<file path="src/rtl/da_fir_pkg.sv">
// Shared constants and types for the distributed-arithmetic FIR datapath.
package da_fir_pkg;

  localparam int DATA_W    = 12;
  localparam int COEF_W    = 17;
  localparam int OUT_W     = 29;
  localparam int TAPS      = 41;
  localparam int HALF_TAPS = 21;

  // Serializer control: idle, or streaming a sample out bit by bit.
  typedef enum logic [0:0] {
    IDLE  = 1'b0,
    SHIFT = 1'b1
  } ser_state_t;

endpackage

</file>
<file path="src/rtl/da_sample_serializer.sv">
// Parallel-to-serial front end of the DA FIR: accepts signed samples over
// valid/ready and streams them LSB first with first/last bit-plane markers.
// A one-entry hold register lets the next sample load at the last bit of the
// current one, so consecutive samples leave with no idle bit between them.
module da_sample_serializer #(
  parameter int DATA_W = 12,
  parameter int CNT_W  = 4
) (
  input  logic              clk,
  input  logic              rst,
  input  logic              in_valid,
  output logic              in_ready,
  input  logic [DATA_W-1:0] in_data,
  input  logic              bit_ready,
  output logic              bit_valid,
  output logic              bit_out,
  output logic              bit_first,
  output logic              bit_last,
  output logic              busy
);

  import da_fir_pkg::*;

  localparam logic [CNT_W-1:0] LAST_CNT = CNT_W'(DATA_W - 1);
  localparam logic [CNT_W-1:0] ZERO_CNT = {CNT_W{1'b0}};

  ser_state_t        state_q, state_d;
  logic [DATA_W-1:0] sh_q, sh_d;
  logic [CNT_W-1:0]  cnt_q, cnt_d;
  logic [DATA_W-1:0] hold_data_q, hold_data_d;
  logic              hold_full_q, hold_full_d;

  logic in_ready_q, in_ready_d;
  logic bit_valid_q, bit_valid_d;
  logic bit_out_q, bit_out_d;
  logic bit_first_q, bit_first_d;
  logic bit_last_q, bit_last_d;
  logic busy_q, busy_d;

  logic accept_s;

  // in_ready comes from a flop, so accepting never depends on bit_ready.
  assign accept_s = in_valid & in_ready_q;

  // Next-state logic: shift/load/unload plus hold-register fill.
  always_comb begin
    state_d     = state_q;
    sh_d        = sh_q;
    cnt_d       = cnt_q;
    hold_data_d = hold_data_q;
    hold_full_d = hold_full_q;

    case (state_q)
      IDLE: begin
        if (hold_full_q) begin
          sh_d        = hold_data_q;
          cnt_d       = ZERO_CNT;
          hold_full_d = 1'b0;
          state_d     = SHIFT;
        end else begin
          state_d = IDLE;
        end
      end
      SHIFT: begin
        if (!bit_ready) begin
          state_d = SHIFT;
        end else if (cnt_q != LAST_CNT) begin
          sh_d  = {1'b0, sh_q[DATA_W-1:1]};
          cnt_d = cnt_q + CNT_W'(1);
        end else if (hold_full_q) begin
          // Sign bit consumed and the next sample is waiting: chain it in.
          sh_d        = hold_data_q;
          cnt_d       = ZERO_CNT;
          hold_full_d = 1'b0;
          state_d     = SHIFT;
        end else begin
          cnt_d   = ZERO_CNT;
          state_d = IDLE;
        end
      end
      default: begin
        state_d = IDLE;
        cnt_d   = ZERO_CNT;
      end
    endcase

    // Accept only happens with the hold register empty, so it never collides
    // with an unload of that register in the same cycle.
    if (accept_s) begin
      hold_data_d = in_data;
      hold_full_d = 1'b1;
    end else begin
      hold_data_d = hold_data_d;
    end
  end

  // Output decode from next state, so the ports come straight off flops.
  always_comb begin
    in_ready_d  = ~hold_full_d;
    bit_valid_d = (state_d == SHIFT);
    busy_d      = (state_d == SHIFT) | hold_full_d;
    if (state_d == SHIFT) begin
      bit_out_d   = sh_d[0];
      bit_first_d = (cnt_d == ZERO_CNT);
      bit_last_d  = (cnt_d == LAST_CNT);
    end else begin
      bit_out_d   = 1'b0;
      bit_first_d = 1'b0;
      bit_last_d  = 1'b0;
    end
  end

  // State and output registers; reset discards any in-flight or held sample.
  always_ff @(posedge clk or posedge rst) begin
    if (rst) begin
      state_q     <= IDLE;
      sh_q        <= {DATA_W{1'b0}};
      cnt_q       <= ZERO_CNT;
      hold_data_q <= {DATA_W{1'b0}};
      hold_full_q <= 1'b0;
      in_ready_q  <= 1'b1;
      bit_valid_q <= 1'b0;
      bit_out_q   <= 1'b0;
      bit_first_q <= 1'b0;
      bit_last_q  <= 1'b0;
      busy_q      <= 1'b0;
    end else begin
      state_q     <= state_d;
      sh_q        <= sh_d;
      cnt_q       <= cnt_d;
      hold_data_q <= hold_data_d;
      hold_full_q <= hold_full_d;
      in_ready_q  <= in_ready_d;
      bit_valid_q <= bit_valid_d;
      bit_out_q   <= bit_out_d;
      bit_first_q <= bit_first_d;
      bit_last_q  <= bit_last_d;
      busy_q      <= busy_d;
    end
  end

  assign in_ready  = in_ready_q;
  assign bit_valid = bit_valid_q;
  assign bit_out   = bit_out_q;
  assign bit_first = bit_first_q;
  assign bit_last  = bit_last_q;
  assign busy      = busy_q;

endmodule
</file>
<file path="config.mk">
export PLATFORM = sky130hd
export DESIGN_NAME = da_sample_serializer
export DESIGN_NICKNAME = d
export VERILOG_FILES = /design/src/rtl/da_fir_pkg.sv /design/src/rtl/da_sample_serializer.sv
export SDC_FILE = /design/constraint.sdc
export NUM_CORES = 1
export LEC_CHECK = 0
export CAP_MARGIN = 25
export CORE_UTILIZATION = 52
export CTS_CLUSTER_SIZE = 12
export DETAILED_ROUTE_END_ITERATION = 8
export MAX_ROUTING_LAYER = met4
export PLACE_DENSITY_LB_ADDON = 0.25
export REMOVE_ABC_BUFFERS = 1
export SETUP_SLACK_MARGIN = 0.5
export SYNTH_ARGS = -nofsm -noshare
export SYNTH_HDL_FRONTEND = slang
export SYNTH_SLANG_ARGS = --single-unit
</file>
<file path="constraint.sdc">
create_clock -name clk -period 2 [get_ports clk]
set_input_delay 0.4 -clock clk [delete_from_list [all_inputs] [get_ports clk]]
set_output_delay 0.4 -clock clk [all_outputs]
set_load 0.02 [all_outputs]
</file>
==> impl_metrics.json <==
{
  "maxSlewViolCount": 0,
  "cap_violations": 0,
  "firstDrtPassIters": 4,
  "p_per_area_nw_per_um2": 1270,
  "final_net_count": 170,
  "hpwl_mm": 1.73,
  "grt.overflow.total": 0,
  "core_um2": 2730,
  "clock_path_buffers": 2,
  "clkTransAtPathRegs_ns": 0.11,
  "critPathRequiredTime_ns": 2.22,
  "synth_top_area_share": 0.569,
  "clock-sinks": 35,
  "clock.fmax_ghz": 0.593,
  "setup_violations": 0,
  "io_buffers": 21,
  "synth_seq_cells": 35,
  "antenna_cells": 0,
  "numCtsBuffers": 5,
  "crit_fanout": 6,
  "swShare": 0.311,
  "timing_hold_violations_final": 0,
  "internal_power_mw": 1.68,
  "seq_power_share": 0.492,
  "final_util": 0.703,
  "drt-total-wl_mm": 2.89,
  "grt_max_degree": 36,
  "ys_warn_count": 0,
  "dpl_worst_slack_ns": -0.000322,
  "io_pins": 22,
  "startpoint_type": "register",
  "yosys-top-cells-area": "dfrtp_1 (57%), mux2_2 (9.0%), a221o_1 (7.4%)",
  "gp_congestion": 0.816,
  "power.switching_uw": 759,
  "design.die.area_um2": 3090,
  "status": "complete, no violations",
  "fp-row-count": 19,
  "yosysSeqAreaShare": 0.587,
  "htree_levels": 2,
  "rsz0062_at_grt": "true",
  "arrival_ns": 1.91,
  "period_needed_ns": 1.69,
  "synth_cell_types": 32,
  "wire_per_inst_um": 15.6,
  "p_leak_nw": 0.899,
  "cts_root_buf": "clkbuf_4",
  "hold_path_class": "input pin to asynchronous set/reset pin",
  "via_per_inst": 5.59,
  "period_share": 0.843,
  "cts_tree": "yes",
  "crit_path_end_kind": "register",
  "first_iter_violations": 28,
  "fin_ws_ns": 0.314,
  "crit_type": "register to register",
  "syn_area_um2": 1500,
  "finalClockSkew_ns": 0.0103,
  "postRouteAntennaNets": 0,
  "antenna_found_initial": 0,
  "grt_pass1_wl_mm": 5.13,
  "maxSlewHeadroom": 0.629,
  "synth_area_leader_cell": "dfrtp_1",
  "fillCellCount": 196,
  "pwr-share-clk": 0.181,
  "drc": 0,
  "area_delta_synth_final_pct": 28.6,
  "synthCells": 114,
  "avgSynthCellArea_um2": 13.1,
  "share_comb_of_total_power": 0.327,
  "total_power_mw": 2.44,
  "die_w_um": 55.6,
  "grt_pass1_vias": 1094,
  "tightestPinTransition_ns": 0.554,
  "peakVddDrop_uv": 1060,
  "hold_buffers": 0,
  "vias": 1034,
  "initial_core_util": 0.547,
  "worstSkewPairLatency_ns": 0.34,
  "drive_gt1_frac": 0.318,
  "dieHeight_um": 55.6,
  "track_usage": 0.226
}
kinds of logic after synthesis:
kind of cell | synth area share
AOI/OAI and AO/OA | 0.130
adders and majority gates | 0.00837
buffers and inverters | 0.0385
DFF | 0.587
muxes | 0.104
and+or+nand+nor | 0.133
routing by layer:
metal,routed length (um),part of all wire,track usage
met3,116,0.040,0.0791
met5,0,0,-
met4,54,0.019,0.107
met1,1330,0.46,0.282
met2,1390,0.48,0.332
registers in the layout (all words and copies together) (netlist names):
name	count
hold_data_q	12
sh_q	12
cnt_q	4
bit_first	1
bit_last	1
bit_out	1
bit_valid	1
busy	1
hold_full_q	1
in_ready	1
synth_stat cells, drive strengths merged:
cell    count
o22ai       1
nor2b       1
mux2       12
nand2       8
nand4       1
clkbuf      2
a22o        1
nor4        1
ha          1
a21oi       2
and3b       1
or4b        1
and4b       1
nor3        2
and2       12
mux2i       2
dfstp       1
a221o      11
dfrtp      34
o21ai       3
o211ai      1
inv         4
nand2b      1
a31o        1
buf         4
a21boi      1
a32oi       1
nor2        3
final cells by class:
cell class | count | area [um2] | share of cell area
inverter | 4 | 15.0 | 0.00781
timing repair buffer | 37 | 337 | 0.175
sequential | 35 | 877 | 0.456
clock buffer | 8 | 68.8 | 0.0358
tap | 31 | 38.8 | 0.0202
multi-input combinational | 70 | 587 | 0.305
worst max-delay path, stage by stage (launching register included):
cell     delay [ns]
dfrtp_1        0.40
ha_2           0.20
and3b_4        0.20
a21oi_4        0.18
buf_6          0.14
buf_12         0.10
nor2b_4        0.05
a221o_1        0.31
metrics by stage:
step	setup TNS, ns	cell area, um2	hold WS (ns)	std cells
2_1_floorplan	0	1450	0.458	108
3_3_place_gp	-0.0115	1770	0.478	167
3_5_place_dp	-0.000322	1770	0.489	167
4_1_cts	0	1910	0.452	183
5_1_grt	0	1920	0.517	185
6_report	0	1920	0.455	185
repair_timing:
action                                  CTS  global route
pin swaps                                 8             8
setup buffers                             6             2
endpoints found under the setup margin   22            20
cloned                                    2             0
resized for setup                        13             7
layout by cell type, fill, tap and decap left out, types with 3 or more instances in the layout:
master           netlist  layout
clkbuf_4               0       5
and2_1                12      11
buf_6                  2       3
mux2_2                12      12
a221o_1               11      11
o21ai_0                3       3
nor2_1                 3       3
dfrtp_1               34      34
nand2_1                7       6
clkdlybuf4s50_1        0      15
dlygate4sd2_1          0       4
inv_1                  4       4
buf_4                  1      11
power by group through the flow:
stage | clock [mW] | sequential, mW | combinational, mW
final | 0.442 | 1.20 | 0.798
after CTS | 0.453 | 1.19 | 0.779
after global placement | 0 | 1.21 | 0.706
after floorplan | 0 | 1.20 | 0.471
after global routing | 0.481 | 1.24 | 0.875
after detailed placement | 0 | 1.21 | 0.735
worst paths after layout:
kind,from,to,slack [ns],depth (start not counted)
max in group asynchronous,rst,in_ready$_DFF_PP1_,1.20,3
min in group clk,sh_q[8]$_DFFE_PP0P_,sh_q[8]$_DFFE_PP0P_,0.51,1
min reg2reg,sh_q[8]$_DFFE_PP0P_,sh_q[8]$_DFFE_PP0P_,0.51,1
max reg2reg,cnt_q[1]$_DFF_PP0_,sh_q[4]$_DFFE_PP0P_,0.31,7
max,cnt_q[1]$_DFF_PP0_,sh_q[4]$_DFFE_PP0P_,0.31,7
min,rst,sh_q[2]$_DFFE_PP0P_,0.45,3
No activity file was read; power rests on OpenSTA's default activity.
